$ cat config.mk
export PLATFORM = sky130hd
export DESIGN_NAME = ps2_key_tracker
export DESIGN_NICKNAME = d
export VERILOG_FILES = /design/src/rtl/ps2_pkg.sv /design/src/rtl/ps2_evt_fifo.sv /design/src/rtl/ps2_key_tracker.sv
export SDC_FILE = /design/constraint.sdc
export NUM_CORES = 1
export LEC_CHECK = 0
export BUFFER_PORTS_ARGS = -buffer_cell sky130_fd_sc_hd__buf_2
export CORE_MARGIN = 2
export CORE_UTILIZATION = 35
export CTS_BUF_LIST = sky130_fd_sc_hd__clkbuf_4
export DETAILED_ROUTE_END_ITERATION = 8
export PLACE_DENSITY_LB_ADDON = 0.2
export SLEW_MARGIN = 20
export SYNTH_ARGS = -nofsm -noshare
export SYNTH_HDL_FRONTEND = slang
export SYNTH_HIERARCHICAL = 1
export SYNTH_SLANG_ARGS = --single-unit
$ cat constraint.sdc
create_clock -name clk -period 4.1 [get_ports clk]
set_input_delay 0.615 -clock clk [delete_from_list [all_inputs] [get_ports clk]]
set_output_delay 0.615 -clock clk [all_outputs]
set_load 0.05 [all_outputs]
$ cat src/rtl/ps2_pkg.sv
// ps2_pkg
//   Shared definitions for the PS/2 key-event engine: scan-code prefix
//   bytes, the set of controller/status bytes that never form key events,
//   the parser state encoding and the packed event record that travels
//   through the event FIFO.
package ps2_pkg;

    localparam logic [7:0] PS2_EXT = 8'hE0;  // extended-key prefix
    localparam logic [7:0] PS2_BRK = 8'hF0;  // release prefix

    // Controller / status bytes that carry no key information.
    localparam logic [7:0] PS2_ERR0   = 8'h00;  // key detection error
    localparam logic [7:0] PS2_BAT_OK = 8'hAA;  // self-test passed
    localparam logic [7:0] PS2_PAUSE  = 8'hE1;  // pause-key prefix
    localparam logic [7:0] PS2_ECHO   = 8'hEE;  // echo response
    localparam logic [7:0] PS2_ACK    = 8'hFA;  // command acknowledge
    localparam logic [7:0] PS2_RESEND = 8'hFE;  // resend request
    localparam logic [7:0] PS2_ERR1   = 8'hFF;  // key detection error

    typedef enum logic [1:0] {
        ST_IDLE    = 2'd0,
        ST_EXT     = 2'd1,
        ST_BRK     = 2'd2,
        ST_EXT_BRK = 2'd3
    } parser_state_e;

    // Event record as stored in the FIFO: {ext, brk, code}.
    typedef struct packed {
        logic       ext;
        logic       brk;
        logic [7:0] code;
    } ps2_evt_t;

    localparam int EVT_W = $bits(ps2_evt_t);

    function automatic logic is_ignored(input logic [7:0] b);
        return (b == PS2_ERR0)   || (b == PS2_BAT_OK) || (b == PS2_PAUSE) ||
               (b == PS2_ECHO)   || (b == PS2_ACK)    || (b == PS2_RESEND) ||
               (b == PS2_ERR1);
    endfunction

endpackage

$ cat src/rtl/ps2_evt_fifo.sv
// ps2_evt_fifo
//   Synchronous FIFO with registered storage and a first-word fall-through
//   head: the oldest entry is visible on head_o whenever empty_o is low.
//   Handshake: a pop happens on a cycle where pop_i=1 and the FIFO is
//   non-empty; a push is accepted when not full, or when full and a pop
//   happens in the same cycle. A push while full without a pop is dropped.
//   Ports:
//     clk, resetn     clock, synchronous active-low reset
//     push_i, data_i  write request and entry
//     pop_i           consumer takes the head entry
//     head_o          head entry (zero while empty)
//     empty_o/full_o  occupancy flags
//     level_o         entries held, 0..DEPTH
module ps2_evt_fifo #(
    parameter int WIDTH = 10,
    parameter int DEPTH = 8
) (
    input  logic                       clk,
    input  logic                       resetn,
    input  logic                       push_i,
    input  logic [WIDTH-1:0]           data_i,
    input  logic                       pop_i,
    output logic [WIDTH-1:0]           head_o,
    output logic                       empty_o,
    output logic                       full_o,
    output logic [$clog2(DEPTH):0]     level_o
);

    localparam int AW = $clog2(DEPTH);
    localparam int LW = AW + 1;

    logic [WIDTH-1:0] mem_q [DEPTH];
    logic [AW-1:0]    wr_ptr_q, wr_ptr_d;
    logic [AW-1:0]    rd_ptr_q, rd_ptr_d;
    logic [LW-1:0]    level_q,  level_d;
    logic             do_push, do_pop;

    assign empty_o = (level_q == '0);
    assign full_o  = (level_q == LW'(DEPTH));
    assign level_o = level_q;
    assign head_o  = empty_o ? '0 : mem_q[rd_ptr_q];

    assign do_pop  = pop_i && !empty_o;
    // Full plus a simultaneous pop frees the slot being written.
    assign do_push = push_i && (!full_o || do_pop);

    always_comb begin
        wr_ptr_d = wr_ptr_q;
        rd_ptr_d = rd_ptr_q;
        level_d  = level_q;
        if (do_push) wr_ptr_d = wr_ptr_q + AW'(1);
        if (do_pop)  rd_ptr_d = rd_ptr_q + AW'(1);
        case ({do_push, do_pop})
            2'b10:   level_d = level_q + LW'(1);
            2'b01:   level_d = level_q - LW'(1);
            default: level_d = level_q;
        endcase
    end

    always_ff @(posedge clk) begin
        if (!resetn) begin
            wr_ptr_q <= '0;
            rd_ptr_q <= '0;
            level_q  <= '0;
        end else begin
            wr_ptr_q <= wr_ptr_d;
            rd_ptr_q <= rd_ptr_d;
            level_q  <= level_d;
        end
    end

    // Storage needs no reset: nothing is read until a push has written it.
    always_ff @(posedge clk) begin
        if (resetn && do_push) mem_q[wr_ptr_q] <= data_i;
    end

endmodule

$ cat src/rtl/ps2_key_tracker.sv
// ps2_key_tracker
//   Turns the received PS/2 scan-code byte stream into make/break key
//   events (E0-extended keys included), filters typematic repeats, tracks
//   the currently held key, counts new presses and queues events in a FIFO.
//   Drain handshake: evt_valid=1 presents the head event; it is consumed on
//   any cycle with evt_valid && evt_ready, and held stable otherwise.
//   Ports:
//     clk, resetn                    clock, synchronous active-low reset
//     byte_valid, byte_data          received byte strobe and value
//     evt_ready                      consumer takes the head event
//     evt_valid/code/ext/break       head event
//     fifo_level                     entries held
//     overflow                       sticky: an event was dropped (FIFO full)
//     key_down, cur_code, cur_ext    held-key tracking
//     press_cnt                      new (non-repeat) make count, wrapping
//     dbg_state                      parser state (ps2_pkg::parser_state_e)
module ps2_key_tracker
    import ps2_pkg::*;
#(
    parameter int FIFO_DEPTH = 8,
    parameter int CNT_W      = 8,
    parameter bit REPEAT_EVT = 1'b0
) (
    input  logic                        clk,
    input  logic                        resetn,
    input  logic                        byte_valid,
    input  logic [7:0]                  byte_data,
    input  logic                        evt_ready,
    output logic                        evt_valid,
    output logic [7:0]                  evt_code,
    output logic                        evt_ext,
    output logic                        evt_break,
    output logic [$clog2(FIFO_DEPTH):0] fifo_level,
    output logic                        overflow,
    output logic                        key_down,
    output logic [7:0]                  cur_code,
    output logic                        cur_ext,
    output logic [CNT_W-1:0]            press_cnt,
    output logic [1:0]                  dbg_state
);

    // ---------------- parser FSM ----------------
    parser_state_e state_q, state_d;
    logic          raw_vld;
    ps2_evt_t      raw_evt;
    logic          is_prefix;

    assign is_prefix = (byte_data == PS2_EXT) || (byte_data == PS2_BRK);

    always_ff @(posedge clk) begin
        if (!resetn) state_q <= ST_IDLE;
        else         state_q <= state_d;
    end

    always_comb begin
        state_d = state_q;
        if (byte_valid) begin
            case (state_q)
                ST_IDLE: begin
                    if (byte_data == PS2_EXT)      state_d = ST_EXT;
                    else if (byte_data == PS2_BRK) state_d = ST_BRK;
                    else                           state_d = ST_IDLE;
                end
                ST_EXT: begin
                    if (byte_data == PS2_BRK)      state_d = ST_EXT_BRK;
                    else if (byte_data == PS2_EXT) state_d = ST_EXT;
                    else                           state_d = ST_IDLE;
                end
                // A code byte completes the break; a prefix here is a
                // protocol error. Either way the sequence ends.
                ST_BRK, ST_EXT_BRK: state_d = ST_IDLE;
                default:            state_d = ST_IDLE;
            endcase
        end
    end

    always_comb begin
        raw_vld      = 1'b0;
        raw_evt      = '0;
        raw_evt.code = byte_data;
        if (byte_valid && !is_prefix) begin
            case (state_q)
                ST_IDLE: raw_vld = !is_ignored(byte_data);
                ST_EXT: begin
                    raw_vld     = 1'b1;
                    raw_evt.ext = 1'b1;
                end
                ST_BRK: begin
                    raw_vld     = 1'b1;
                    raw_evt.brk = 1'b1;
                end
                ST_EXT_BRK: begin
                    raw_vld     = 1'b1;
                    raw_evt.ext = 1'b1;
                    raw_evt.brk = 1'b1;
                end
                default: raw_vld = 1'b0;
            endcase
        end
    end

    assign dbg_state = state_q;

    // ---------------- event stage ----------------
    // One register between parser and tracking: the event lands in the
    // FIFO and the tracking state updates one edge after the final byte.
    logic     pend_vld_q;
    ps2_evt_t pend_evt_q;

    always_ff @(posedge clk) begin
        if (!resetn) begin
            pend_vld_q <= 1'b0;
            pend_evt_q <= '0;
        end else begin
            pend_vld_q <= raw_vld;
            pend_evt_q <= raw_evt;
        end
    end

    // ---------------- repeat filter / tracking ----------------
    logic             key_down_q, key_down_d;
    logic [7:0]       cur_code_q, cur_code_d;
    logic             cur_ext_q,  cur_ext_d;
    logic [CNT_W-1:0] press_cnt_q, press_cnt_d;
    logic             overflow_q, overflow_d;
    logic             held_match, is_repeat, fifo_push;
    logic             fifo_empty, fifo_full;
    logic [EVT_W-1:0] fifo_head;
    ps2_evt_t         head_evt;

    assign held_match = (pend_evt_q.code == cur_code_q) && (pend_evt_q.ext == cur_ext_q);
    assign is_repeat  = !pend_evt_q.brk && key_down_q && held_match;
    assign fifo_push  = pend_vld_q && (pend_evt_q.brk || !is_repeat || REPEAT_EVT);

    always_comb begin
        key_down_d  = key_down_q;
        cur_code_d  = cur_code_q;
        cur_ext_d   = cur_ext_q;
        press_cnt_d = press_cnt_q;
        // When full, evt_valid is 1, so evt_ready alone decides the pop.
        overflow_d  = overflow_q | (fifo_push && fifo_full && !evt_ready);
        if (pend_vld_q) begin
            if (pend_evt_q.brk) begin
                if (held_match) key_down_d = 1'b0;
            end else if (!is_repeat) begin
                key_down_d  = 1'b1;
                cur_code_d  = pend_evt_q.code;
                cur_ext_d   = pend_evt_q.ext;
                press_cnt_d = press_cnt_q + CNT_W'(1);
            end
        end
    end

    always_ff @(posedge clk) begin
        if (!resetn) begin
            key_down_q  <= 1'b0;
            cur_code_q  <= '0;
            cur_ext_q   <= 1'b0;
            press_cnt_q <= '0;
            overflow_q  <= 1'b0;
        end else begin
            key_down_q  <= key_down_d;
            cur_code_q  <= cur_code_d;
            cur_ext_q   <= cur_ext_d;
            press_cnt_q <= press_cnt_d;
            overflow_q  <= overflow_d;
        end
    end

    // ---------------- event FIFO ----------------
    ps2_evt_fifo #(
        .WIDTH (EVT_W),
        .DEPTH (FIFO_DEPTH)
    ) u_fifo (
        .clk     (clk),
        .resetn  (resetn),
        .push_i  (fifo_push),
        .data_i  (pend_evt_q),
        .pop_i   (evt_ready),
        .head_o  (fifo_head),
        .empty_o (fifo_empty),
        .full_o  (fifo_full),
        .level_o (fifo_level)
    );

    assign head_evt  = fifo_head;
    assign evt_valid = !fifo_empty;
    assign evt_code  = head_evt.code;
    assign evt_ext   = head_evt.ext;
    assign evt_break = head_evt.brk;

    assign overflow  = overflow_q;
    assign key_down  = key_down_q;
    assign cur_code  = cur_code_q;
    assign cur_ext   = cur_ext_q;
    assign press_cnt = press_cnt_q;

endmodule

==> impl_results.md <==
- Startpoint types: register
- Most frequently used flop master after synthesis: edfxtp_1
- Share of layout cells above drive strength 1: 26.96%
- Clock Tree Buf Depth: 2
- RSZ-0062 raised after global routing: no
- Slowest-stage cell, CP: dfxtp_1
- Library cells used by synthesis: 46
- Commonest non-fill, non-tap cell in the layout: edfxtp_1
- Die X: 124.7 um
- Cells after Synth: 360
- Gr ovfl total: 0
- CTS tree: done
- Setup TNS: 0 ns
- Synth Area per Inst: 14.17 um^2
- Placed cell count: 586
- Lkg Pwr: 0.002178 uW
- Critical Path RT: 4.54 ns
- Worst Path Buf+Inv: 0
- Most frequent cells in the layout: edfxtp_1 (80), buf_2 (47), dfxtp_1 (45)
- Total GRT Usage: 13.64%
- CP max FO: 10
- Final slew viol count: 0
- First-pass GRT wire length: 16190 um
- Min setup slack post-route: 0.9807 ns
- Synth Net Count: 379
- Largest delay share family, worst path: simple AND/OR/NAND/NOR gates
- Kind of critical path: reg -> reg
- Largest area contributor in the netlist: edfxtp_1
- Detailed placer's ending HPWL: 6546 um
- Clock-pin transition on the worst setup and hold timing paths: 0.10 ns
- Rel. slew slack: 31.68%
- Max_cap viols: 0
- Actual slew at the worst max-slew pin: 1.023 ns
- Slowest stage delay, CP: 0.53 ns
- EDFF count, synth: 80
- Synth top area share: 47.09%
- DR iter-0 viols: 111
- Clock Latency Late Sink: 0.51 ns
- Top area cells in the synthesized netlist: edfxtp_1 (47%), dfxtp_1 (18%), mux4_2 (8.8%), mux2i_1 (3.3%), and2_1 (2.1%)
- Final std cells w/o fill: 618
- Status: completed
- Vias in the first global route: 2994
- Mapped Area: 5101 um^2
- Crit share post-route: 76.08%
- Mean routed wirelength per cell: 16.27 um
- WL final: 10060 um
- Post-cts resize count: 0
- Type of the worst min-delay path: in -> reg
- RD Place Congestion: 0.7280
- Vias/cell: 4.803
- 1st-pass router iterations: 4
- Hold-fix buffers, CTS: 0
- Die height: 124.7 um
- # nets final: 440
- Minimum clock period: 3.119 ns
- Yosys warning total: 6
- Crit end category: register
- Initial core utilization: 35.50%
- Area Growth Syn to Fin: 16.26%
- Final hold violations: 0
- Post-Place Setup Slack: 0.9545 ns
- # setup viols final: 0
- Row Count: 44
- Antenna Nets Post-Route: 0
- Ant. Diodes: 0
- Largest net degree at the start of global routing: 49
- # fillers: 1351
- #FFs+latches synth: 125
- Sequential area share after synthesis: 64.75%
- Boundary pin count: 48
- Crit-path cells: xor2_1 -> nor4_4 -> nand3_1 -> nor3_1 -> nor2b_1 -> o21ai_4 -> ha_1 -> ha_1 -> a21o_1 -> a21oi_1 -> mux2i_1 -> mux2i_1
- Clock root cell: clkbuf_4
- Worst Path Arrival: 3.56 ns
- FFs w/ async S/R, synth: 0%
- DRC Markers: 0
- Initial antenna violation count: 0
- Fmax: 0.3206 GHz
- Setup bufs post-CTS: 0
- Power density cells: 576.3 nW/um^2
- Clock Sinks: 125
- Area of the core: 14370 um^2
- Peak VDD IR: 0.2525 mV
- Fin Clk Skew: 0.02352 ns
- H-tree levels: 4
- Total CTS buffers: 17
- Port bufs: 47
- Die Area: 15560 um^2
- DR vias: 2968
-- power by group --
part           internal, uW  total [uW]  switching [uW]
Sequential             1380        1450            66.0
Clock                   493         928             435
Combinational           340        1040             703
-- cell type report --
| type | instances | area (um^2) | share of cell area, % |
|---|---|---|---|
| Clock buffer | 19 | 142.6 | 2.405 |
| Clock inverter | 13 | 168.9 | 2.848 |
| Inverter | 11 | 41.29 | 0.6962 |
| Multi-Input combinational cell | 210 | 1742 | 29.37 |
| Sequential cell | 125 | 3303 | 55.70 |
| Tap cell | 184 | 230.2 | 3.882 |
| Timing Repair Buffer | 56 | 302.8 | 5.105 |
-- cell usage after synthesis (all sizes together) (3+ instances only) --
master,n
nor2,20
xor2,11
and3,3
edfxtp,80
dfxtp,45
nand3,16
buf,6
mux2i,17
nor4,6
inv,10
nand2b,8
mux4,20
xnor2,4
o21ai,15
and2,17
a21oi,5
nor3,7
nor2b,4
nand2,28
clkbuf,8
nand4,4
ha,6
-- stage by stage --
| step | util [%] | hold WS (ns) | area [um^2] | power (uW) |
|---|---|---|---|---|
| global placement | 39.11 | 0.4644 | 5619 | 2538 |
| detailed placement | 39.11 | 0.4675 | 5619 | 2548 |
| finish | 41.27 | 0.3459 | 5931 | 3418 |
| floorplan | - | 0.4541 | 5101 | 2277 |
| global route | 41.27 | 0.2836 | 5931 | 3602 |
| CTS | 41.27 | 0.2837 | 5931 | 3481 |
-- routing by layer --
layer  track usage, %  vias up  routed length [um]
li1                 -     1464                   -
met1            17.29     1442                4755
met2            22.40       52                4813
met3            4.038       10                 377
met4            4.560        0                 111
met5                0        -                   0
-- registers in the layout, indices dropped and copies added (netlist names), named ones only --
register         cells
pend_vld_q           1
u_fifo/rd_ptr_q      3
u_fifo/mem_q        80
cur_code             8
u_fifo/wr_ptr_q      3
dbg_state            2
key_down             1
cur_ext              1
press_cnt            8
pend_evt_q          10
u_fifo/level_o       4
overflow             1
-- worst paths after layout --
check | depth (start not counted) | endpoint | slack, ns | startpoint
max | 12 | u_fifo/level_o[3] | 0.98 | pend_evt_q[7]
min | 2 | pend_evt_q[1] | 0.35 | byte_data[1]
max reg2reg | 12 | u_fifo/level_o[3] | 0.98 | pend_evt_q[7]
min reg2reg | 2 | cur_ext | 0.48 | cur_ext
-- logic make-up (layout without fill, tap and decap cells) --
group / count (synthesis) / count (layout) / share of synthesized area [%]
adder cells (fa/ha/maj): 8 / 8 / 2.060
AO/OA/AOI/OAI: 32 / 32 / 4.293
XOR/XNOR: 15 / 15 / 2.575
AND/OR/NAND/NOR: 118 / 118 / 12.04
multiplexers: 37 / 37 / 12.17
buffers and inverters: 25 / 99 / 2.110
flip-flops: 125 / 125 / 64.75
(Power assumes the default switching activity.)
